$ cat src/rtl/rmt_ctrl_pkg.sv
// Shared constants, FSM encoding and checksum helper for the
// RMT control-packet transmitter.
package rmt_ctrl_pkg;

    localparam int ETH_BYTES = 18;
    localparam int IP_OFF    = 18;
    localparam int UDP_OFF   = 38;
    localparam int CTL_OFF   = 46;
    localparam int PAY_OFF   = 48;
    localparam int HDR_BITS  = PAY_OFF * 8;
    localparam int PAY_BITS  = 1024;

    localparam logic [47:0] DST_MAC    = 48'h060708090a0b;
    localparam logic [47:0] SRC_MAC    = 48'h000102030405;
    localparam logic [15:0] TPID       = 16'h8100;
    localparam logic [15:0] ETYPE_IPV4 = 16'h0800;

    typedef enum logic [1:0] {
        IDLE,
        CALC,
        SEND
    } tx_state_e;

    // Ten header words in any order; carries folded twice.
    function automatic logic [15:0] ipv4_csum(input logic [159:0] w);
        logic [31:0] s;
        s = '0;
        for (int k = 0; k < 10; k++) s = s + {16'h0, w[16*k +: 16]};
        s = {16'h0, s[15:0]} + {16'h0, s[31:16]};
        s = {16'h0, s[15:0]} + {16'h0, s[31:16]};
        return ~s[15:0];
    endfunction

endpackage

$ cat src/rtl/rmt_ctrl_pkt_tx_if.sv
// Command request and AXI-Stream master bundle for the
// control-packet transmitter.
interface rmt_ctrl_pkt_tx_if;
    import rmt_ctrl_pkg::*;

    logic                cmd_valid;
    logic                cmd_ready;
    logic [7:0]          cmd_mod_id;
    logic [7:0]          cmd_res_id;
    logic [7:0]          cmd_len;
    logic [PAY_BITS-1:0] cmd_payload;
    logic [511:0]        m_axis_tdata;
    logic [63:0]         m_axis_tkeep;
    logic [127:0]        m_axis_tuser;
    logic                m_axis_tvalid;
    logic                m_axis_tready;
    logic                m_axis_tlast;
    logic                err_len;

    modport master (
        input  cmd_valid, cmd_mod_id, cmd_res_id, cmd_len, cmd_payload,
        input  m_axis_tready,
        output cmd_ready, m_axis_tdata, m_axis_tkeep, m_axis_tuser,
        output m_axis_tvalid, m_axis_tlast, err_len
    );

    modport slave (
        output cmd_valid, cmd_mod_id, cmd_res_id, cmd_len, cmd_payload,
        output m_axis_tready,
        input  cmd_ready, m_axis_tdata, m_axis_tkeep, m_axis_tuser,
        input  m_axis_tvalid, m_axis_tlast, err_len
    );

endinterface

$ cat src/rtl/rmt_ctrl_beat_mux.sv
// Picks one 64-byte beat of the header+payload image and its
// byte enables / last flag.
module rmt_ctrl_beat_mux
    import rmt_ctrl_pkg::*;
(
    input  logic [HDR_BITS-1:0] hdr,
    input  logic [PAY_BITS-1:0] payload,
    input  logic [7:0]          pkt_len,
    input  logic [1:0]          sel,
    output logic [511:0]        tdata,
    output logic [63:0]         tkeep,
    output logic                tlast
);

    logic [1535:0] pkt;
    logic [8:0]    rem;

    assign pkt   = {128'b0, payload, hdr};
    assign tdata = pkt[{sel, 9'd0} +: 512];

    // Bytes still owed from this beat onward.
    assign rem   = {1'b0, pkt_len} - {1'b0, sel, 6'd0};
    assign tlast = (rem <= 9'd64);
    assign tkeep = (rem >= 9'd64) ? '1
                 : (64'd1 << rem[5:0]) - 64'd1;

endmodule

$ cat src/rtl/rmt_ctrl_pkt_tx.sv
// Formats one table/state write command into a VLAN-tagged
// IPv4/UDP control packet on a 512-bit AXI-Stream master.
module rmt_ctrl_pkt_tx
    import rmt_ctrl_pkg::*;
#(
    parameter int          C_M_AXIS_DATA_WIDTH  = 512,
    parameter int          C_M_AXIS_TUSER_WIDTH = 128,
    parameter int          MAX_PAYLOAD_BYTES    = 128,
    parameter logic [31:0] SRC_IP               = 32'h6f6f6f6f,
    parameter logic [31:0] DST_IP               = 32'hdededede,
    parameter logic [15:0] UDP_SPORT            = 16'h04d2,
    parameter logic [15:0] UDP_DPORT            = 16'hf1f2,
    parameter logic [11:0] VLAN_ID              = 12'h00f
) (
    input  logic clk,
    input  logic aresetn,
    rmt_ctrl_pkt_tx_if.master io
);

    tx_state_e           state;
    logic [7:0]          lat_mod;
    logic [7:0]          lat_res;
    logic [7:0]          lat_len;
    logic [PAY_BITS-1:0] lat_pay;
    logic [15:0]         ip_id;
    logic [1:0]          beat;
    logic                cmd_ready_q;
    logic                tvalid_q;
    logic                tlast_q;
    logic [63:0]         tkeep_q;
    logic [511:0]        tdata_q;
    logic                err_q;

    logic [15:0]         total_len;
    logic [15:0]         udp_len;
    logic [7:0]          pkt_len;
    logic [15:0]         csum;
    logic [143:0]        eth_be;
    logic [159:0]        ip_be;
    logic [63:0]         udp_be;
    logic [15:0]         ctl_be;
    logic [HDR_BITS-1:0] hdr;
    logic [1:0]          sel;
    logic [C_M_AXIS_DATA_WIDTH-1:0] nxt_data;
    logic [63:0]         nxt_keep;
    logic                nxt_last;
    logic                len_bad;

    assign total_len = 16'd30 + {8'h0, lat_len};
    assign udp_len   = 16'd10 + {8'h0, lat_len};
    assign pkt_len   = 8'(PAY_OFF) + lat_len;
    assign csum      = ipv4_csum({8'h45, 8'h00, total_len, ip_id, 16'h0,
                                  8'h40, 8'h11, 16'h0, SRC_IP, DST_IP});

    assign eth_be = {DST_MAC, SRC_MAC, TPID, 4'h0, VLAN_ID, ETYPE_IPV4};
    assign ip_be  = {8'h45, 8'h00, total_len, ip_id, 16'h0,
                     8'h40, 8'h11, csum, SRC_IP, DST_IP};
    assign udp_be = {UDP_SPORT, UDP_DPORT, udp_len, 16'h0};
    assign ctl_be = {lat_mod, lat_res};

    // Fields are written MSB-first, so reverse bytes onto the wire.
    always_comb begin
        hdr = '0;
        for (int i = 0; i < ETH_BYTES; i++)
            hdr[8*i +: 8] = eth_be[8*(ETH_BYTES-1-i) +: 8];
        for (int i = 0; i < 20; i++)
            hdr[8*(IP_OFF+i) +: 8] = ip_be[8*(19-i) +: 8];
        for (int i = 0; i < 8; i++)
            hdr[8*(UDP_OFF+i) +: 8] = udp_be[8*(7-i) +: 8];
        for (int i = 0; i < 2; i++)
            hdr[8*(CTL_OFF+i) +: 8] = ctl_be[8*(1-i) +: 8];
    end

    assign sel     = (state == SEND) ? beat + 2'd1 : 2'd0;
    assign len_bad = (io.cmd_len == 8'd0)
                  || (int'(io.cmd_len) > MAX_PAYLOAD_BYTES);

    rmt_ctrl_beat_mux u_mux (
        .hdr     (hdr),
        .payload (lat_pay),
        .pkt_len (pkt_len),
        .sel     (sel),
        .tdata   (nxt_data),
        .tkeep   (nxt_keep),
        .tlast   (nxt_last)
    );

    always_ff @(posedge clk or negedge aresetn) begin
        if (!aresetn) begin
            state       <= IDLE;
            cmd_ready_q <= 1'b1;
            tvalid_q    <= 1'b0;
            tlast_q     <= 1'b0;
            tkeep_q     <= '0;
            tdata_q     <= '0;
            err_q       <= 1'b0;
            ip_id       <= 16'h0001;
            beat        <= 2'd0;
            lat_mod     <= '0;
            lat_res     <= '0;
            lat_len     <= '0;
            lat_pay     <= '0;
        end else begin
            err_q <= 1'b0;
            unique case (state)
                IDLE: begin
                    if (io.cmd_valid) begin
                        if (len_bad) begin
                            err_q <= 1'b1;
                        end else begin
                            lat_mod     <= io.cmd_mod_id;
                            lat_res     <= io.cmd_res_id;
                            lat_len     <= io.cmd_len;
                            lat_pay     <= io.cmd_payload;
                            cmd_ready_q <= 1'b0;
                            state       <= CALC;
                        end
                    end
                end
                CALC: begin
                    tdata_q  <= nxt_data;
                    tkeep_q  <= nxt_keep;
                    tlast_q  <= nxt_last;
                    tvalid_q <= 1'b1;
                    beat     <= 2'd0;
                    state    <= SEND;
                end
                SEND: begin
                    if (io.m_axis_tready) begin
                        if (tlast_q) begin
                            tvalid_q    <= 1'b0;
                            tlast_q     <= 1'b0;
                            tkeep_q     <= '0;
                            ip_id       <= ip_id + 16'd1;
                            cmd_ready_q <= 1'b1;
                            state       <= IDLE;
                        end else begin
                            beat    <= beat + 2'd1;
                            tdata_q <= nxt_data;
                            tkeep_q <= nxt_keep;
                            tlast_q <= nxt_last;
                        end
                    end
                end
                default: state <= IDLE;
            endcase
        end
    end

    assign io.cmd_ready     = cmd_ready_q;
    assign io.m_axis_tdata  = tdata_q;
    assign io.m_axis_tkeep  = tkeep_q;
    assign io.m_axis_tuser  = {C_M_AXIS_TUSER_WIDTH{1'b0}};
    assign io.m_axis_tvalid = tvalid_q;
    assign io.m_axis_tlast  = tlast_q;
    assign io.err_len       = err_q;

endmodule

$ cat src/flat_wrapper.sv
// flat-port wrapper written by rule: the top's interface ports become plain ports
module rmt_ctrl_pkt_tx_flat import rmt_ctrl_pkg::*;
#(
    parameter int          C_M_AXIS_DATA_WIDTH  = 512,
    parameter int          C_M_AXIS_TUSER_WIDTH = 128,
    parameter int          MAX_PAYLOAD_BYTES    = 128,
    parameter logic [31:0] SRC_IP               = 32'h6f6f6f6f,
    parameter logic [31:0] DST_IP               = 32'hdededede,
    parameter logic [15:0] UDP_SPORT            = 16'h04d2,
    parameter logic [15:0] UDP_DPORT            = 16'hf1f2,
    parameter logic [11:0] VLAN_ID              = 12'h00f
)
  (clk, aresetn, io_cmd_valid, io_cmd_mod_id, io_cmd_res_id, io_cmd_len, io_cmd_payload, io_m_axis_tready, io_cmd_ready, io_m_axis_tdata, io_m_axis_tkeep, io_m_axis_tuser, io_m_axis_tvalid, io_m_axis_tlast, io_err_len);
  rmt_ctrl_pkt_tx_if io_i ();
  input  logic clk;
  input  logic aresetn;
  input wire logic [$bits(io_i.cmd_valid)-1:0] io_cmd_valid;
  input wire logic [$bits(io_i.cmd_mod_id)-1:0] io_cmd_mod_id;
  input wire logic [$bits(io_i.cmd_res_id)-1:0] io_cmd_res_id;
  input wire logic [$bits(io_i.cmd_len)-1:0] io_cmd_len;
  input wire logic [$bits(io_i.cmd_payload)-1:0] io_cmd_payload;
  input wire logic [$bits(io_i.m_axis_tready)-1:0] io_m_axis_tready;
  output wire logic [$bits(io_i.cmd_ready)-1:0] io_cmd_ready;
  output wire logic [$bits(io_i.m_axis_tdata)-1:0] io_m_axis_tdata;
  output wire logic [$bits(io_i.m_axis_tkeep)-1:0] io_m_axis_tkeep;
  output wire logic [$bits(io_i.m_axis_tuser)-1:0] io_m_axis_tuser;
  output wire logic [$bits(io_i.m_axis_tvalid)-1:0] io_m_axis_tvalid;
  output wire logic [$bits(io_i.m_axis_tlast)-1:0] io_m_axis_tlast;
  output wire logic [$bits(io_i.err_len)-1:0] io_err_len;
  assign io_i.cmd_valid = io_cmd_valid;
  assign io_i.cmd_mod_id = io_cmd_mod_id;
  assign io_i.cmd_res_id = io_cmd_res_id;
  assign io_i.cmd_len = io_cmd_len;
  assign io_i.cmd_payload = io_cmd_payload;
  assign io_i.m_axis_tready = io_m_axis_tready;
  assign io_cmd_ready = io_i.cmd_ready;
  assign io_m_axis_tdata = io_i.m_axis_tdata;
  assign io_m_axis_tkeep = io_i.m_axis_tkeep;
  assign io_m_axis_tuser = io_i.m_axis_tuser;
  assign io_m_axis_tvalid = io_i.m_axis_tvalid;
  assign io_m_axis_tlast = io_i.m_axis_tlast;
  assign io_err_len = io_i.err_len;
  rmt_ctrl_pkt_tx #(.C_M_AXIS_DATA_WIDTH(C_M_AXIS_DATA_WIDTH), .C_M_AXIS_TUSER_WIDTH(C_M_AXIS_TUSER_WIDTH), .MAX_PAYLOAD_BYTES(MAX_PAYLOAD_BYTES), .SRC_IP(SRC_IP), .DST_IP(DST_IP), .UDP_SPORT(UDP_SPORT), .UDP_DPORT(UDP_DPORT), .VLAN_ID(VLAN_ID)) u_core (.clk(clk), .aresetn(aresetn), .io(io_i));
endmodule
$ cat config.mk
export PLATFORM = sky130hd
export DESIGN_NAME = rmt_ctrl_pkt_tx_flat
export DESIGN_NICKNAME = d
export VERILOG_FILES = /design/src/rtl/rmt_ctrl_pkg.sv /design/src/rtl/rmt_ctrl_pkt_tx_if.sv /design/src/rtl/rmt_ctrl_beat_mux.sv /design/src/rtl/rmt_ctrl_pkt_tx.sv /design/src/flat_wrapper.sv
export SDC_FILE = /design/constraint.sdc
export NUM_CORES = 2
export LEC_CHECK = 0
export ABC_AREA = 1
export CAP_MARGIN = 25
export CORE_AREA = 8 8 671 673
export CTS_CLUSTER_DIAMETER = 50
export DETAILED_ROUTE_END_ITERATION = 16
export DIE_AREA = 0 0 679 681
export PLACE_DENSITY_LB_ADDON = 0.1
export SLEW_MARGIN = 20
export SYNTH_ARGS = -nofsm -noshare
export SYNTH_HDL_FRONTEND = slang
export SYNTH_SLANG_ARGS = --single-unit
$ cat constraint.sdc
create_clock -name clk -period 8.04 [get_ports clk]
set_clock_uncertainty 0.2 [all_clocks]
set_input_delay 1.608 -clock clk [delete_from_list [all_inputs] [get_ports clk]]
set_output_delay 1.608 -clock clk [all_outputs]
set_load 0.005 [all_outputs]
==> reports/qor.yml <==
switchingPower_mw: 19.2
grt_overflow_total: 0
clk_latency_ps: 910
synth-async-reset-ratio_pct: 100
yosys-top-cells-area: "dfrtp_1 58%, nand2_1 19%, nor2_1 2.9%"
crit_fanout: 5
dp_hpwl_um: 317000
switching_share_pct: 39.9
vdd_drop_max_mv: 0.196
synth_ff_type: "dfrtp_1"
wl_per_cell_um: 26.6
path_clk_slew_ps: 50
endpoint_kind: "register"
slowest_delay_ps: 580
power_frac_seq_pct: 31.0
cts-buffers-inserted: 331
post-route-cell-area_mm2: 0.106
htree_levels: 5
vias: 64891
dieWidth_um: 679
grt_pass1_vias: 67518
reg2reg_to: "u_core.io.m_axis_tdata[230]"
setup_slack_ps: 876
fp.dieH_um: 681
clk_path_buf_depth: 4
synth_edf_count: 0
grt_max_degree: 176
ys_seq_area_share_pct: 58.0
layout_common_cells: "3,665 x nand2_1, 1,646 x dfrtp_1, 1,630 x clkdlybuf4s50_1, 539 x nor2_1, 335 x clkbuf_16"
rrSetupSlack_ps: 880
r2r_start: "u_core.ip_id[0]"
hold_violations: 0
period_needed_ps: 7160
tns_ps: 0
final_common_cell: "nand2_1"
synth_top_cell_area_share_pct: 57.9
tritoncts: "built"
ys_seq_elements: 1648
synth-simple-area-share_pct: 25.1
track_usage_pct: 17.7
synth_xor_xnor_area_share_pct: 0.554
worstHoldEndpoint: "u_core.lat_pay[618]"
place_area_mm2: 0.0937
wl_um: 426000
via_per_inst: 4.06
cp-start-kind: "register"
cp.buffers_inverters: 6
drt_iter0_drc: 4216
path_delay_family: "simple AND/OR/NAND/NOR gates"
setup_viol: 0
arrival_ps: 7770
dp.cells: 15302
synthMuxAreaShare_pct: 1.94
final.period_utilization_pct: 89.1
rr_worst_depth: 52
coreArea_mm2: 0.440
syn_area_mm2: 0.0711
cp.required_ps: 8640
p_leak_nw: 49.0
holdBufCountCts: 0
ant_nets: 0
maxCapViolCount: 0
min_path_cells: 2
avgSynthCellArea_um2: 8.58
row_count: 244
io_buffers: 1631
cts_root_buf: "clkbuf_16"
clock_power_share_pct: 31.1
grt_pass1_wl_um: 582000
final_layout_size_suffix_gt1_share_pct: 7.63
drcViolationCount: 0
io_pins: 1760
initial_core_util_pct: 16.2
critPathKind: "register to register"
ys_types: 51
dp_slack_ps: 548
cts_num_sinks: 1648
whs_ps: 274
pwr-share-comb_pct: 37.9
drv_slew: 0
clock.fmax_ghz: 0.140
ys_warn_count: 0
synth_top_family_by_area: "simple AND/OR/NAND/NOR gates"
cellPowerDensity_mw_per_mm2: 454
synthAdderAreaFrac_pct: 0.770
cpMaxStageDelayCell: "dfstp_2"
p_int_mw: 28.9
syn_to_final_growth_pct: 48.9
grt_antenna_before_repair: 296
min-delay-start: "u_core.lat_pay[618]"
dieArea_mm2: 0.462
place.gp.congestion: 0.834
synth_compound_area_share_pct: 8.18
stdcell_count: 15985
yosysTopAreaCell: "dfrtp_1"
status: "finished, final reports clean"
tightest_slew_ps: 1330
num-nets-final: 10956
crit_path_frequent_cell: "nand2_1"
max-slew-margin-rel_pct: 11.0
syn_inst: 8289
min-delay-path-class: "register to register"
firstDrtPassIters: 5
==> synth_stat cells, types with 2 or more instances <==
cell type and count:
nor4_1 7, nand3b_1 2, dfrtp_1 1646, mux2i_1 138, inv_1 251, nor2_4 3, a22oi_1 3, nand2_4 3
o211ai_1 99, nand3_1 257, xor2_1 40, nor2_1 552, nand2_2 12, clkbuf_1 454, o21ai_0 334, o21bai_1 2
a31oi_1 4, o221ai_1 15, ha_1 39, o311ai_0 2, a21oi_1 192, nor2_2 11, a32o_1 13, o21ai_1 12
inv_2 17, dfstp_2 2, o31ai_1 97, fa_1 3, nand4_1 23, a221o_1 2, a221oi_1 137, xnor2_1 5
nor3_1 44, or2_2 2, buf_2 24, a31o_2 8, nand2_1 3669, buf_1 23, buf_4 130
==> registers in the layout (all words and copies together) (netlist names) <==
| register | cells |
|---|---|
| u_core.lat_len | 8 |
| u_core.lat_pay | 1024 |
| u_core.lat_mod | 8 |
| u_core.io.cmd_ready | 1 |
| u_core.state | 2 |
| u_core.io.m_axis_tkeep | 64 |
| u_core.beat | 2 |
| u_core.io.m_axis_tlast | 1 |
| u_core.io.m_axis_tdata | 512 |
| u_core.io.m_axis_tvalid | 1 |
| u_core.ip_id | 16 |
| u_core.lat_res | 8 |
| u_core.io.err_len | 1 |
==> worst max-delay path by stage <==
stage,startpoint,end,slack [ps],cells after the start
after global placement,u_core.ip_id[0],u_core.io.m_axis_tdata[230],370,51
after CTS,u_core.ip_id[0],u_core.io.m_axis_tdata[230],510,52
after detailed placement,u_core.ip_id[0],u_core.io.m_axis_tdata[230],550,52
final,u_core.ip_id[0],u_core.io.m_axis_tdata[230],880,52
after global routing,u_core.ip_id[0],u_core.io.m_axis_tdata[230],-40,53
after floorplan,u_core.lat_len[4],u_core.io.m_axis_tdata[230],1510,50
==> stage by stage <==
stage / util, % / power [mW]
3_5_place_dp: 21.3 / 33.7
6_report: 24.1 / 48.1
2_1_floorplan: - / 23.2
5_1_grt: 24.1 / 51.5
4_1_cts: 24.0 / 49.1
3_3_place_gp: 21.3 / 33.6
==> what timing repair did <==
item,in CTS,in global routing
setup endpoints to repair,0,4
buffers inserted,0,2
gates resized for setup,0,17
hold endpoints to repair,0,0
==> cells by family (layout without fill, tap and decap cells) <==
logic type	after synthesis	in the layout
mux	138	138
xor+xnor	45	45
other cells	1	197
compound gates	923	923
flops	1648	1648
buf+inv	901	2620
fa+ha+maj	42	42
simple gates	4591	4591
==> final cells by class <==
| type | instances | area [um2] |
|---|---|---|
| timing repair buffer | 1745 | 17700 |
| clock buffer | 419 | 9170 |
| antenna | 69 | 173 |
| clock inverter | 187 | 2750 |
| tap | 5781 | 7230 |
| fill | 47801 | 334000 |
| sequential | 1648 | 41200 |
| inverter | 269 | 1040 |
| multi-input combinational | 5867 | 26600 |
==> power groups by stage <==
stage	sequential (mW)	combinational [mW]	clock, mW
after floorplan	14.1	9.08	0
after global placement	15.0	18.6	0
after detailed placement	15.0	18.7	0
after CTS	14.9	18.8	15.4
after global routing	15.4	20.4	15.7
final	14.9	18.2	14.9
==> layer usage <==
layer,vias to the layer above,share of wire [%],track usage [%]
li1,29649,-,-
met1,32280,39,20.2
met2,2046,50,31.3
met3,830,7.3,5.73
met4,86,3.2,5.18
met5,-,0.13,0
==> worst min-delay path, stage by stage (launching register included) <==
cell	delay [ps]
dfrtp_1	330
nand2_1	60
nand2_1	50
No activity file was read; power rests on OpenSTA's default activity.
